<file path="config.mk">
export PLATFORM = sky130hd
export DESIGN_NAME = mem_delay_line
export DESIGN_NICKNAME = d
export VERILOG_FILES = /design/src/rtl/mem_latency_model_pkg.sv /design/src/rtl/mem_delay_line.sv
export SDC_FILE = /design/constraint.sdc
export NUM_CORES = 1
export LEC_CHECK = 0
export CAP_MARGIN = 30
export CORE_ASPECT_RATIO = 1.4
export CORE_UTILIZATION = 52
export DETAILED_ROUTE_END_ITERATION = 8
export PLACE_DENSITY = 0.8
export SYNTH_ARGS = -nofsm -noshare
export SYNTH_HDL_FRONTEND = slang
export SYNTH_SLANG_ARGS = --single-unit
</file>
<file path="constraint.sdc">
create_clock -name i_clk -period 0.9 [get_ports i_clk]
set_clock_uncertainty 0.05 [all_clocks]
set_input_delay 0.135 -clock i_clk [delete_from_list [all_inputs] [get_ports i_clk]]
set_output_delay 0.135 -clock i_clk [all_outputs]
set_load 0.01 [all_outputs]
</file>
<file path="src/rtl/mem_latency_model_pkg.sv">
// Shared entry layout, statistics limit and helpers for the simulation memory model.
// Default widths here also seed the top-level parameter defaults.
package mem_latency_model_pkg;

    localparam int          RESP_TAG_BITS  = 5;
    localparam int          RESP_DATA_BITS = 128;
    localparam logic [31:0] STAT_MAX       = 32'hFFFF_FFFF;

    typedef struct packed {
        logic                      nack;
        logic [RESP_TAG_BITS-1:0]  tag;
        logic [RESP_DATA_BITS-1:0] data;
    } resp_entry_t;

    function automatic bit params_legal(input int latency, input int depth, input int max_out);
        return (latency >= 1) && (latency <= 32)
            && (depth >= 2) && ((depth & (depth - 1)) == 0)
            && (max_out >= 1) && (max_out <= latency + 8);
    endfunction

    function automatic logic [31:0] sat_inc(input logic [31:0] v);
        return (v == STAT_MAX) ? v : v + 32'd1;
    endfunction

endpackage

</file>
<file path="src/rtl/mem_delay_line.sv">
// Valid/payload shift pipeline of STAGES registers; output is the last stage.
// Fixed STAGES-cycle latency, no backpressure; the async clear empties every stage.
module mem_delay_line
    import mem_latency_model_pkg::*;
#(
    parameter int  STAGES  = 4,
    parameter type entry_t = resp_entry_t
) (
    input  logic   i_clk,
    input  logic   i_clr_n,
    input  logic   i_vld,
    input  entry_t i_dat,
    output logic   o_vld,
    output entry_t o_dat
);

    logic [STAGES-1:0] r_vld;
    entry_t            r_dat [STAGES];

    always_ff @(posedge i_clk or negedge i_clr_n) begin
        if (!i_clr_n) begin
            r_vld <= '0;
            for (int i = 0; i < STAGES; i++) r_dat[i] <= '0;
        end else begin
            r_vld[0] <= i_vld;
            r_dat[0] <= i_dat;
            for (int i = 1; i < STAGES; i++) begin
                r_vld[i] <= r_vld[i-1];
                r_dat[i] <= r_dat[i-1];
            end
        end
    end

    assign o_vld = r_vld[STAGES-1];
    assign o_dat = r_dat[STAGES-1];

endmodule

</file>
== Word-level counts from Yosys, hierarchy flattened ==
Index checks and enable logic that the tools add are counted.

* Flip-flop bits (word level): 540
* Input bits: 137
* Output and inout port bits: 135
* Word-level logic and storage cells: 13

== Longest topological paths before layout ==
Gate-level depths: netlist of run 1.

* Depth after elaboration: 0
* Depth in mapped cells: 1
* Mapped depth without buffers: 0

== Worst setup path before layout of run 1 ==
Ideal clock, no wire load.

* Path kind: flip-flop to output port
* From: register r_dat, in the netlist o_dat[0]
* To: output port o_dat[0] in the netlist's numbering
* Arrival: 467 ps
* Data required time: 715 ps
* Path slack: 248 ps
* Stages on the path, launching flop included: 2
* Path buffers: 1
* Cells stage by stage: dfrtp_1 > buf_4

{| class="wikitable"
|+ RTL lines
! item !! line !! RTL
|-
| start, declared || mem_delay_line.sv:18 || <nowiki>entry_t r_dat [STAGES];</nowiki>
|-
| start signal, assigned by index || mem_delay_line.sv:29 || <nowiki>r_dat[i] <= r_dat[i-1];</nowiki>
|-
| end, declared || mem_delay_line.sv:14 || <nowiki>output entry_t o_dat</nowiki>
|}

No word-level cell between the ends.

== Worst setup path after layout of run 1 ==
* From: register r_dat, in the netlist o_dat[27]
* To: output port o_dat[27] in the netlist's numbering

No word-level cell between the ends.

==> key figures, run 1 <==
Die
  • Die width: 143 um
  • Total core area: 27600 um^2
  • Site Rows: 72
  • Initial Utilization: 52.7%
  • Num ports: 272
  • Total Die Area: 28600 um^2
  • Die height: 200 um

Layout
  • Fillers: 1657
  • Nets: around 1200
  • Non-filler instance count after layout: 1435
  • Share of cells above drive strength 1: a little under a quarter
  • Final core utilization: 71.2%
  • Area of the multi-input gates: 0 um^2
  • Area Overhead vs Synth: 35.3%
  • Multi-input combinational cell count: 0

CTS
  • CTS Buf Count: 47
  • Clock Sinks: 540
  • Clock slew seen by the registers of the worst setup and hold paths: ~70 ps
  • Cts hold-fix bufs: 132
  • Clock buffer depth: 3
  • Skew-Pair Late Insertion Delay: around 550 ps
  • H-tree levels: 2
  • Root buf cell: clkbuf_16
  • CTS tree: yes

Power
  • Share of power burned in registers: between 50% and 60%
  • Internal: 38.7 mW
  • PwrDens: roughly 2500 nW/um^2
  • Total power: 48.4 mW
  • Sw Ratio: 20.1%
  • Comb pwr share: 4.9%
  • Clock power frac: 41.5%
  • Pleak: 9.01 nW
  • Psw: 9.73 mW
  • Peak supply drop: 1.73 mV

Setup path
  • Worst R2R End: o_dat[82]$_DFF_PN0_
  • Crit path required time: 710 ps
  • R2r worst-path depth: 0
  • CP max-delay cell: dfrtp_1
  • CP Buf/Inv Count: 1
  • Top delay family on crit path: flip-flops
  • Setup CP Type: register to output port
  • Critical path data arrival time: around 1100 ps
  • Critical path peak fanout: 1
  • Startpoint types: register
  • Reg2reg setup slack: about 320 ps
  • Crit path largest cell delay: 410 ps
  • Endpoint class of the critical path: output port
  • FF-to-FF Start: r_dat[216]$_DFF_PN0_
  • Cell chain of the critical path: buf_6

Synth
  • Synth Area in Adders: 0%
  • #FFs+latches synth: 540
  • Syn. warnings: 0
  • Area contributors post-synth: dfrtp_1, buf_4
  • Post-synthesis mux area share: 0%
  • Syn_nets: 811
  • Synth Area in Compound Gates: 0%
  • Area share of the largest cell type after synthesis: 93.1%
  • Netlist cell types: 2
  • Largest family of logic cells by synthesized area: buffers and inverters
  • Post-Syn Instances: 674
  • Simple-Gate Fraction of Synth Area: 0%
  • Seq/Total Area, Yosys: 93.1%
  • Syn_area_per_cell: 21.5 um^2
  • Yosys top cell by area: dfrtp_1
  • Synth Area in XOR/XNOR: 0%
  • Syn Std Cell Area: 14500 um^2

Timing
  • Period utilization: 143%
  • Worst slew pin tran: ~330 ps
  • Slew headroom: 77.8%
  • Final WS setup: -390 ps
  • Min Hold Slack: -49.0 ps
  • Final setup fails: 135
  • Minimum clock period: 1290 ps
  • Peak Freq: 775 MHz
  • Final Hold Vio Count: 11
  • RSZ-0062 raised after global routing: true
  • Fin. max-slew vios: 0

Global route
  • Largest net degree at the start of global routing: 65
  • Vias in the first global route: 7113
  • Total global-route track usage: approximately 19%
  • Remaining Overflow, GRT: 0
  • Initial antenna violation count: 1
  • First-pass GRT wire length: 38500 um

Job
  • Maxcap violations: 0

Detailed routing
  • Via count: 6029
  • # DRC: 0
  • Vias/cell: 4.20
  • Antenna-violating nets left: 0
  • First-pass DRT Iterations: 4
  • Routed WL per cell: 17.5 um
  • Drt initial violations: 141
  • WL final: ~25000 um

Status
  • Failing checks: negative hold slack, negative setup slack
  • Run status: complete, but fails checks

Worst hold path
  • Min-delay worst type: input pin to asynchronous set/reset pin

Place
  • Placed cells: 1217
  • GP Congestion: 0.748
  • Post-DP HPWL: 14900 um
  • Port buffer count: 271
[worst max path at each step]
stage | cells past startpoint | start | to
detailed placement | 1 | o_dat[27]$_DFF_PN0_ | o_dat[27]
global placement | 1 | o_dat[27]$_DFF_PN0_ | o_dat[27]
finish | 1 | o_dat[27]$_DFF_PN0_ | o_dat[27]
CTS | 1 | o_dat[27]$_DFF_PN0_ | o_dat[27]
floorplan | 1 | o_dat[0]$_DFF_PN0_ | o_dat[0]
global route | 1 | o_dat[11]$_DFF_PN0_ | o_dat[11]
[metal layers]
metal | up-vias | global-route usage, % | part of all wire (%)
li1 | 2653 | - | -
met1 | 3124 | 21.7 | 37
met2 | 202 | 33.1 | 55
met3 | 50 | 4.46 | 5.1
met4 | 0 | 7.29 | 2.8
met5 | - | 0 | 0
[power groups by stage]
stage	Clock (mW)	Sequential (mW)	Combinational, mW
2_1_floorplan	0	26.2	0.607
3_3_place_gp	0	26.2	2.03
3_5_place_dp	0	26.3	2.09
4_1_cts	20.6	25.9	2.36
5_1_grt	21.7	26.0	2.60
6_report	20.1	25.9	2.39
[area by class of cell]
class / instances / area [um^2] / share of cell area [%]
Timing Repair Buffer: 439 / 4070 / 20.7
Clock inverter: 14 / 179 / 0.911
Antenna cell: 1 / 2.50 / 0.0127
Clock buffer: 71 / 1420 / 7.22
Sequential cell: 540 / 13500 / 68.8
Tap cell: 370 / 463 / 2.36
[cell usage after synthesis]
| master | count |
|---|---|
| buf_4 | 134 |
| dfrtp_1 | 540 |
[kinds of logic after synthesis]
kind of cell  count (synthesis)
flops                       540
buf+inv                     134
[layout by cell type, fill, tap and decap left out]
cell type	n
dfrtp_1	540
clkdlybuf4s50_1	135
dlygate4sd3_1	132
buf_2	84
buf_6	51
clkbuf_16	48
buf_4	27
clkbuf_8	13
clkbuf_1	10
buf_12	9
clkinv_2	5
clkinvlp_4	3
bufinv_16	3
clkinv_8	2
diode_2	1
inv_6	1
buf_8	1
[through the flow]
step / instance area [um^2] / hold WS [ps] / TNS (ps) / setup WS (ps)
finish: 19600 / -49.0 / -45360 / -390
global route: 19600 / -55.5 / -52040 / -431
CTS: 19500 / -67.0 / -49370 / -424
detailed placement: 17100 / -67.8 / -17930 / -218
global placement: 17100 / -68.6 / -16770 / -197
floorplan: 14500 / -211 / 0 / 248
[sequential cells by signal (all words and copies together), names as in the netlist]
| name | count |
|---|---|
| r_dat | 402 |
| o_dat | 134 |
| r_vld | 4 |
[timing repair]
item	in CTS	in global routing
resized for setup	572	22
setup buffers	0	0
setup endpoints to repair	135	135
endpoints found under the hold margin	671	11
pin swaps	0	0
Power figures use the tool's default switching activity.
==> inputs of run 2 (changes only) <==
Settings changed: CORE_MARGIN set to 3.
==> run 2 against run 1 <==
  * The flow still finishes with violations (negative hold slack, negative setup slack)
  * Fmax grew 1.5%
  * Critical path depth is the same
  * Highest routed layer is now met5
  * Clock-buffer cell count shrank 5
==> key figures, run 2 (synthesis gave the netlist of run 1 again) <==
Setup path
  • Cell chain of the critical path: buf_2
  • Crit path largest cell delay: 410 ps (about the same)
  • Endpoint class of the critical path: output port
  • Critical path peak fanout: 1 (unchanged)
  • Setup CP Type: register to output port
  • CP Buf/Inv Count: 1 (unchanged)
  • Critical path data arrival time: 1090 ps (-20 ps)
  • Crit path required time: 710 ps (about the same)
  • CP max-delay cell: dfrtp_1
  • Startpoint types: register
  • Top delay family on crit path: flip-flops

CTS
  • CTS Buf Count: 45 (-4.3%)
  • Cts hold-fix bufs: 134 (+1.5%)
  • CTS tree: yes
  • Root buf cell: clkbuf_16
  • Clock Sinks: 540 (unchanged)
  • Clock buffer depth: 3 (unchanged)
  • Skew-Pair Late Insertion Delay: 530 ps (-20 ps)
  • Clock slew seen by the registers of the worst setup and hold paths: 60 ps (about the same)
  • H-tree levels: 2 (unchanged)

Global route
  • Total global-route track usage: 18.4% (-0.15 points)
  • First-pass GRT wire length: 41500 um (+7.9%)
  • Initial antenna violation count: 6 (+5)
  • Largest net degree at the start of global routing: 61 (-6.2%)
  • Vias in the first global route: 7345 (+3.3%)
  • Remaining Overflow, GRT: 0 (unchanged)

Power
  • Psw: 9.49 mW (-2.4%)
  • Total power: 47.7 mW (-1.4%)
  • Internal: 38.2 mW (-1.1%)
  • Sw Ratio: 19.9% (-0.21 points)
  • Clock power frac: 40.6% (-0.9 points)
  • PwrDens: 2440 nW/um^2 (-1.1%)
  • Share of power burned in registers: 54.3% (+0.8 points)
  • Pleak: 8.99 nW (-0.18%)
  • Comb pwr share: 5.0% (about the same)
  • Peak supply drop: 1.77 mV (+2.0%)

Layout
  • Commonest cells after routing, fill and taps aside: dfrtp_1, clkdlybuf4s50_1, dlygate4sd3_1
  • Share of cells above drive strength 1: 23.2% (-0.050 points)
  • Multi-input combinational cell count: 0 (unchanged)
  • Final core utilization: 72.1% (+0.81 points)
  • Design area: 19600 um^2 (-0.27%)
  • Nets: 1166 (+0.086%)
  • Area of the multi-input gates: 0 um^2 (unchanged)
  • Commonest non-fill, non-tap cell in the layout: dfrtp_1
  • Largest register FFs: 402 (unchanged)
  • Area Overhead vs Synth: 34.9%
  • Top reg by flops: r_dat

Timing
  • Final setup fails: 135 (unchanged)
  • Final Hold Vio Count: 8 (-3)
  • Final WS setup: -371 ps (+19.0 ps)
  • Period utilization: 141% (-2.1 points)
  • Peak Freq: 787 MHz (+1.5%)
  • Minimum clock period: 1270 ps (-19.0 ps)
  • Fin. max-slew vios: 0 (unchanged)
  • RSZ-0062 raised after global routing: true
  • Slew headroom: 79.4% (+1.6 points)
  • Min Hold Slack: -55.1 ps (-6.06 ps)
  • Worst slew pin tran: 309 ps (-23.7 ps)

Die
  • Total Die Area: 30000 um^2 (+4.9%)
  • Num ports: 272 (unchanged)
  • Die width: 147 um (+2.8%)
  • Site Rows: 71 (-1.4%)
  • Die height: 204 um (+2.0%)
  • Initial Utilization: 53.4% (+0.74 points)
  • Total core area: 27200 um^2 (-1.4%)

Detailed routing
  • Vias/cell: 4.28 (+1.9%)
  • Antenna-violating nets left: 0 (unchanged)
  • First-pass DRT Iterations: 4 (unchanged)
  • # DRC: 0 (unchanged)
  • WL final: 26300 um (+4.7%)
  • Via count: 6133 (+1.7%)
  • Routed WL per cell: 18.3 um (+4.9%)
  • Drt initial violations: 185 (+31%)

Place
  • GP Congestion: 0.772 (+3.3%)
  • Cell area after placement: 17100 um^2 (+0.20%)
  • Setup slack at placement: -207 ps (+10.3 ps)
  • Port buffer count: 271 (unchanged)
  • Post-DP HPWL: 15900 um (+6.4%)

Worst hold path
  • Min-delay worst type: input pin to asynchronous set/reset pin

Status
  • Run status: complete, but fails checks
  • Failing checks: negative hold slack, negative setup slack

Job
  • Maxcap violations: 0 (unchanged)
[run 2: worst paths after layout]
kind | slack [ps] | cells after the start | end | startpoint
max in group asynchronous | 200 | 4 | r_dat[506]$_DFF_PN0_ | i_clr_n
min reg2reg | 290 | 0 | r_dat[393]$_DFF_PN0_ | r_dat[527]$_DFF_PN0_
min | -60 | 2 | r_dat[401]$_DFF_PN0_ | i_clr_n
max reg2reg | 320 | 0 | o_dat[67]$_DFF_PN0_ | r_dat[201]$_DFF_PN0_
max | -370 | 1 | o_dat[50] | o_dat[50]$_DFF_PN0_
min in group i_clk | 40 | 1 | r_dat[508]$_DFF_PN0_ | i_dat[106]
[run 2: layout make-up]
cell class            count  area, um^2
Sequential cell         540       13500
Timing Repair Buffer    442        4090
Tap cell                365         457
Antenna cell              5        12.5
Clock inverter           14         158
Clock buffer             66        1360
Fill cell              1577        7600
[run 2: metrics by stage]
step,TNS [ps],instances
floorplan,0,674
global route,-49860,1429
global placement,-17410,1214
CTS,-48700,1428
finish,-43690,1432
detailed placement,-18710,1214
[run 2: layer usage]
metal | share of wire [%] | track usage [%] | vias up
met1 | 36 | 22.0 | 3194
met4 | 2.6 | 5.63 | 2
met3 | 6.1 | 4.67 | 54
met2 | 55 | 33.2 | 224
met5 | 0.049 | 0 | -
li1 | - | - | 2659
[run 2: power by group through the flow]
| stage | logic (mW) | registers, mW | clock network (mW) |
|---|---|---|---|
| finish | 2.41 | 25.9 | 19.4 |
| global route | 2.61 | 26.0 | 21.0 |
| CTS | 2.41 | 25.9 | 19.9 |
| detailed placement | 2.11 | 26.3 | 0 |
| global placement | 2.06 | 26.2 | 0 |
| floorplan | 0.607 | 26.2 | 0 |
[run 2: repair_timing]
| action | in CTS | in global routing |
|---|---|---|
| hold endpoints to repair | 672 | 8 |
| setup endpoints to repair | 135 | 143 |
| setup buffers | 0 | 0 |
| gates resized for setup | 580 | 13 |
==> inputs of run 3 (changes only) <==
Settings changed: SETUP_SLACK_MARGIN set to 0.5.
==> run 3 against run 2 <==
  * The run still ends with negative hold slack, negative setup slack left
  * Register-to-register slack about the same
  * Global-route usage is 2.0 points lower
  * Critical path depth is the same
  * Sequential cell count unchanged
  * Critical endpoint is now o_dat[28]
  * Largest power group unchanged
==> key figures, run 3 (synthesis gave the netlist of run 1 again) <==
Status
  • Run status: complete, but fails checks
  • Failing checks: negative hold slack, negative setup slack

Global route
  • Initial antenna violation count: 10 (+4)
  • Largest net degree at the start of global routing: 53 (-13%)
  • First-pass GRT wire length: 36600 um (-12%)
  • Met1 Use GR: 18.2% (-3.8 points)
  • Vias in the first global route: 6471 (-12%)
  • Remaining Overflow, GRT: 0 (unchanged)
  • Met3 usage: 5.58% (+0.91 points)
  • Total global-route track usage: 16.4% (-2.0 points)
  • Met2 layer usage reported by global route: 29.1% (-4.1 points)
  • GR peak layer: met2

Place
  • Placed cells: 1215 (+0.082%)
  • Port buffer count: 271 (unchanged)
  • Setup slack at placement: -217 ps (-10.2 ps)
  • Post-DP HPWL: 16000 um (+0.87%)
  • GP Congestion: 0.791 (+2.5%)

Layout
  • Area of the multi-input gates: 0 um^2 (unchanged)
  • Commonest cells after routing, fill and taps aside: dfrtp_1, clkdlybuf4s50_1, buf_2
  • Commonest non-fill, non-tap cell in the layout: dfrtp_1
  • Share of cells above drive strength 1: 26.7% (+3.5 points)
  • Multi-input combinational cell count: 0 (unchanged)
  • Top reg by flops: r_dat
  • Fillers: 1804 (+14%)
  • Area Overhead vs Synth: 25.7%
  • Nets: 1035 (-11%)
  • Non-filler instance count after layout: 1299 (-9.3%)
  • Reg area: 13500 um^2 (unchanged)
  • Largest register FFs: 402 (unchanged)

Power
  • Pleak: 8.44 nW (-6.2%)
  • Comb pwr share: 4.0% (-1.0 points)
  • Internal: 37.6 mW (-1.8%)
  • Clock power frac: 40.9% (+0.3 points)
  • Psw: 9.43 mW (-0.68%)
  • Peak supply drop: 2.13 mV (+21%)
  • Sw Ratio: 20.1% (+0.18 points)
  • PwrDens: 2580 nW/um^2 (+5.7%)
  • Share of power burned in registers: 55.1% (+0.8 points)

Die
  • Num ports: 272 (unchanged)
  • Site Rows: 71 (unchanged)
  • Die width: 147 um (unchanged)
  • Total core area: 27200 um^2 (unchanged)
  • Die height: 204 um (unchanged)
  • Total Die Area: 30000 um^2 (unchanged)
  • Initial Utilization: 53.4% (unchanged)

Timing
  • Fin. max-slew vios: 0 (unchanged)
  • Final WS setup: -394 ps (-22.7 ps)
  • Min Hold Slack: -599 ps (-544 ps)
  • Final setup fails: 135 (unchanged)
  • Final Hold Vio Count: 617 (+609)
  • Peak Freq: 773 MHz (-1.8%)
  • Minimum clock period: 1290 ps (+22.7 ps)
  • RSZ-0062 raised after global routing: true
  • Fin Setup TNS: -42730 ps (+958 ps)
  • Period utilization: 144% (+2.5 points)
  • Slew headroom: 80.9% (+1.5 points)
  • Worst slew pin tran: 286 ps (-23.0 ps)

CTS
  • CTS Buf Count: 46 (+2.2%)
  • CTS tree: yes
  • Buffer count from post-CTS setup fixing: 0 (unchanged)
  • H-tree levels: 2 (unchanged)
  • Clock buffer depth: 3 (unchanged)
  • Clock slew seen by the registers of the worst setup and hold paths: 60 ps (about the same)
  • Skew-Pair Late Insertion Delay: 540 ps (about the same)
  • Clock Sinks: 540 (unchanged)
  • Root buf cell: clkbuf_16

Setup path
  • Critical path data arrival time: 1110 ps (+20 ps)
  • Endpoint class of the critical path: output port
  • Crit path required time: 710 ps (about the same)
  • CP max-delay cell: dfrtp_1
  • Setup CP Type: register to output port
  • Crit path largest cell delay: 410 ps (about the same)
  • CP Buf/Inv Count: 1 (unchanged)
  • Critical path peak fanout: 1 (unchanged)
  • Startpoint types: register
  • Top delay family on crit path: flip-flops
  • Cell chain of the critical path: buf_2

Detailed routing
  • First-pass DRT Iterations: 4 (unchanged)
  • # DRC: 0 (unchanged)
  • Vias/cell: 4.25 (-0.65%)
  • Routed WL per cell: 18.2 um (-0.54%)
  • WL final: 23700 um (-9.8%)
  • Antenna-violating nets left: 0 (unchanged)
  • Via count: 5527 (-9.9%)
  • Drt initial violations: 139 (-25%)

Worst hold path
  • Min-delay worst type: input pin to asynchronous set/reset pin

Job
  • Maxcap violations: 0 (unchanged)
-- run 3: changes by cell type in the layout (fill, tap and decap cells not counted), sizes merged --
cell	before	now
diode	5	1
dlygate4sd3	133	0
clkinv	7	10
buf	174	175
clkinvlp	2	3
bufinv	3	2
-- run 3: through the flow --
step | utilization, % | area [um^2] | hold WS [ps] | total power, mW
after detailed placement | 63.2 | 17200 | -36.2 | 28.5
after global routing | 67.1 | 18200 | -627 | 48.9
after CTS | 66.9 | 18200 | -620 | 47.6
final | 67.1 | 18200 | -599 | 47.0
after global placement | 63.2 | 17200 | -34.7 | 28.3
after floorplan | - | 15000 | -211 | 27.0
-- run 3: final cells by class --
cell class / count / area share (%)
timing repair buffer: 310 / 15.2
clock buffer: 66 / 7.39
sequential: 540 / 74.1
antenna: 1 / 0.0137
clock inverter: 17 / 0.864
tap: 365 / 2.50
-- run 3: final timing paths --
check	startpoint	cells past startpoint	slack, ps	endpoint
max	o_dat[28]$_DFF_PN0_	1	-390	o_dat[28]
min	i_clr_n	1	-600	r_dat[495]$_DFF_PN0_
max reg2reg	r_dat[362]$_DFF_PN0_	0	330	r_dat[228]$_DFF_PN0_
min reg2reg	r_dat[445]$_DFF_PN0_	0	290	r_dat[311]$_DFF_PN0_
max in group asynchronous	i_clr_n	3	780	o_dat[95]$_DFF_PN0_
min in group i_clk	i_dat[34]	1	-20	r_dat[436]$_DFF_PN0_
-- run 3: power groups by stage --
stage | clock network (mW) | logic, mW | registers (mW)
global placement | 0 | 2.11 | 26.2
floorplan | 0 | 0.790 | 26.2
CTS | 19.8 | 1.94 | 25.9
global route | 20.8 | 2.07 | 26.0
finish | 19.2 | 1.90 | 25.9
detailed placement | 0 | 2.16 | 26.3
-- run 3: layer usage --
metal | vias to the layer above | share of wire (%)
met5 | - | 0.48
met4 | 18 | 3.3
met3 | 69 | 6.9
met2 | 196 | 55
met1 | 2859 | 35
li1 | 2385 | -
-- run 3: timing repair --
item | in CTS | in global routing
endpoints found under the setup margin | 540 | 540
hold endpoints to repair | 666 | 664
resized for setup | 574 | 11
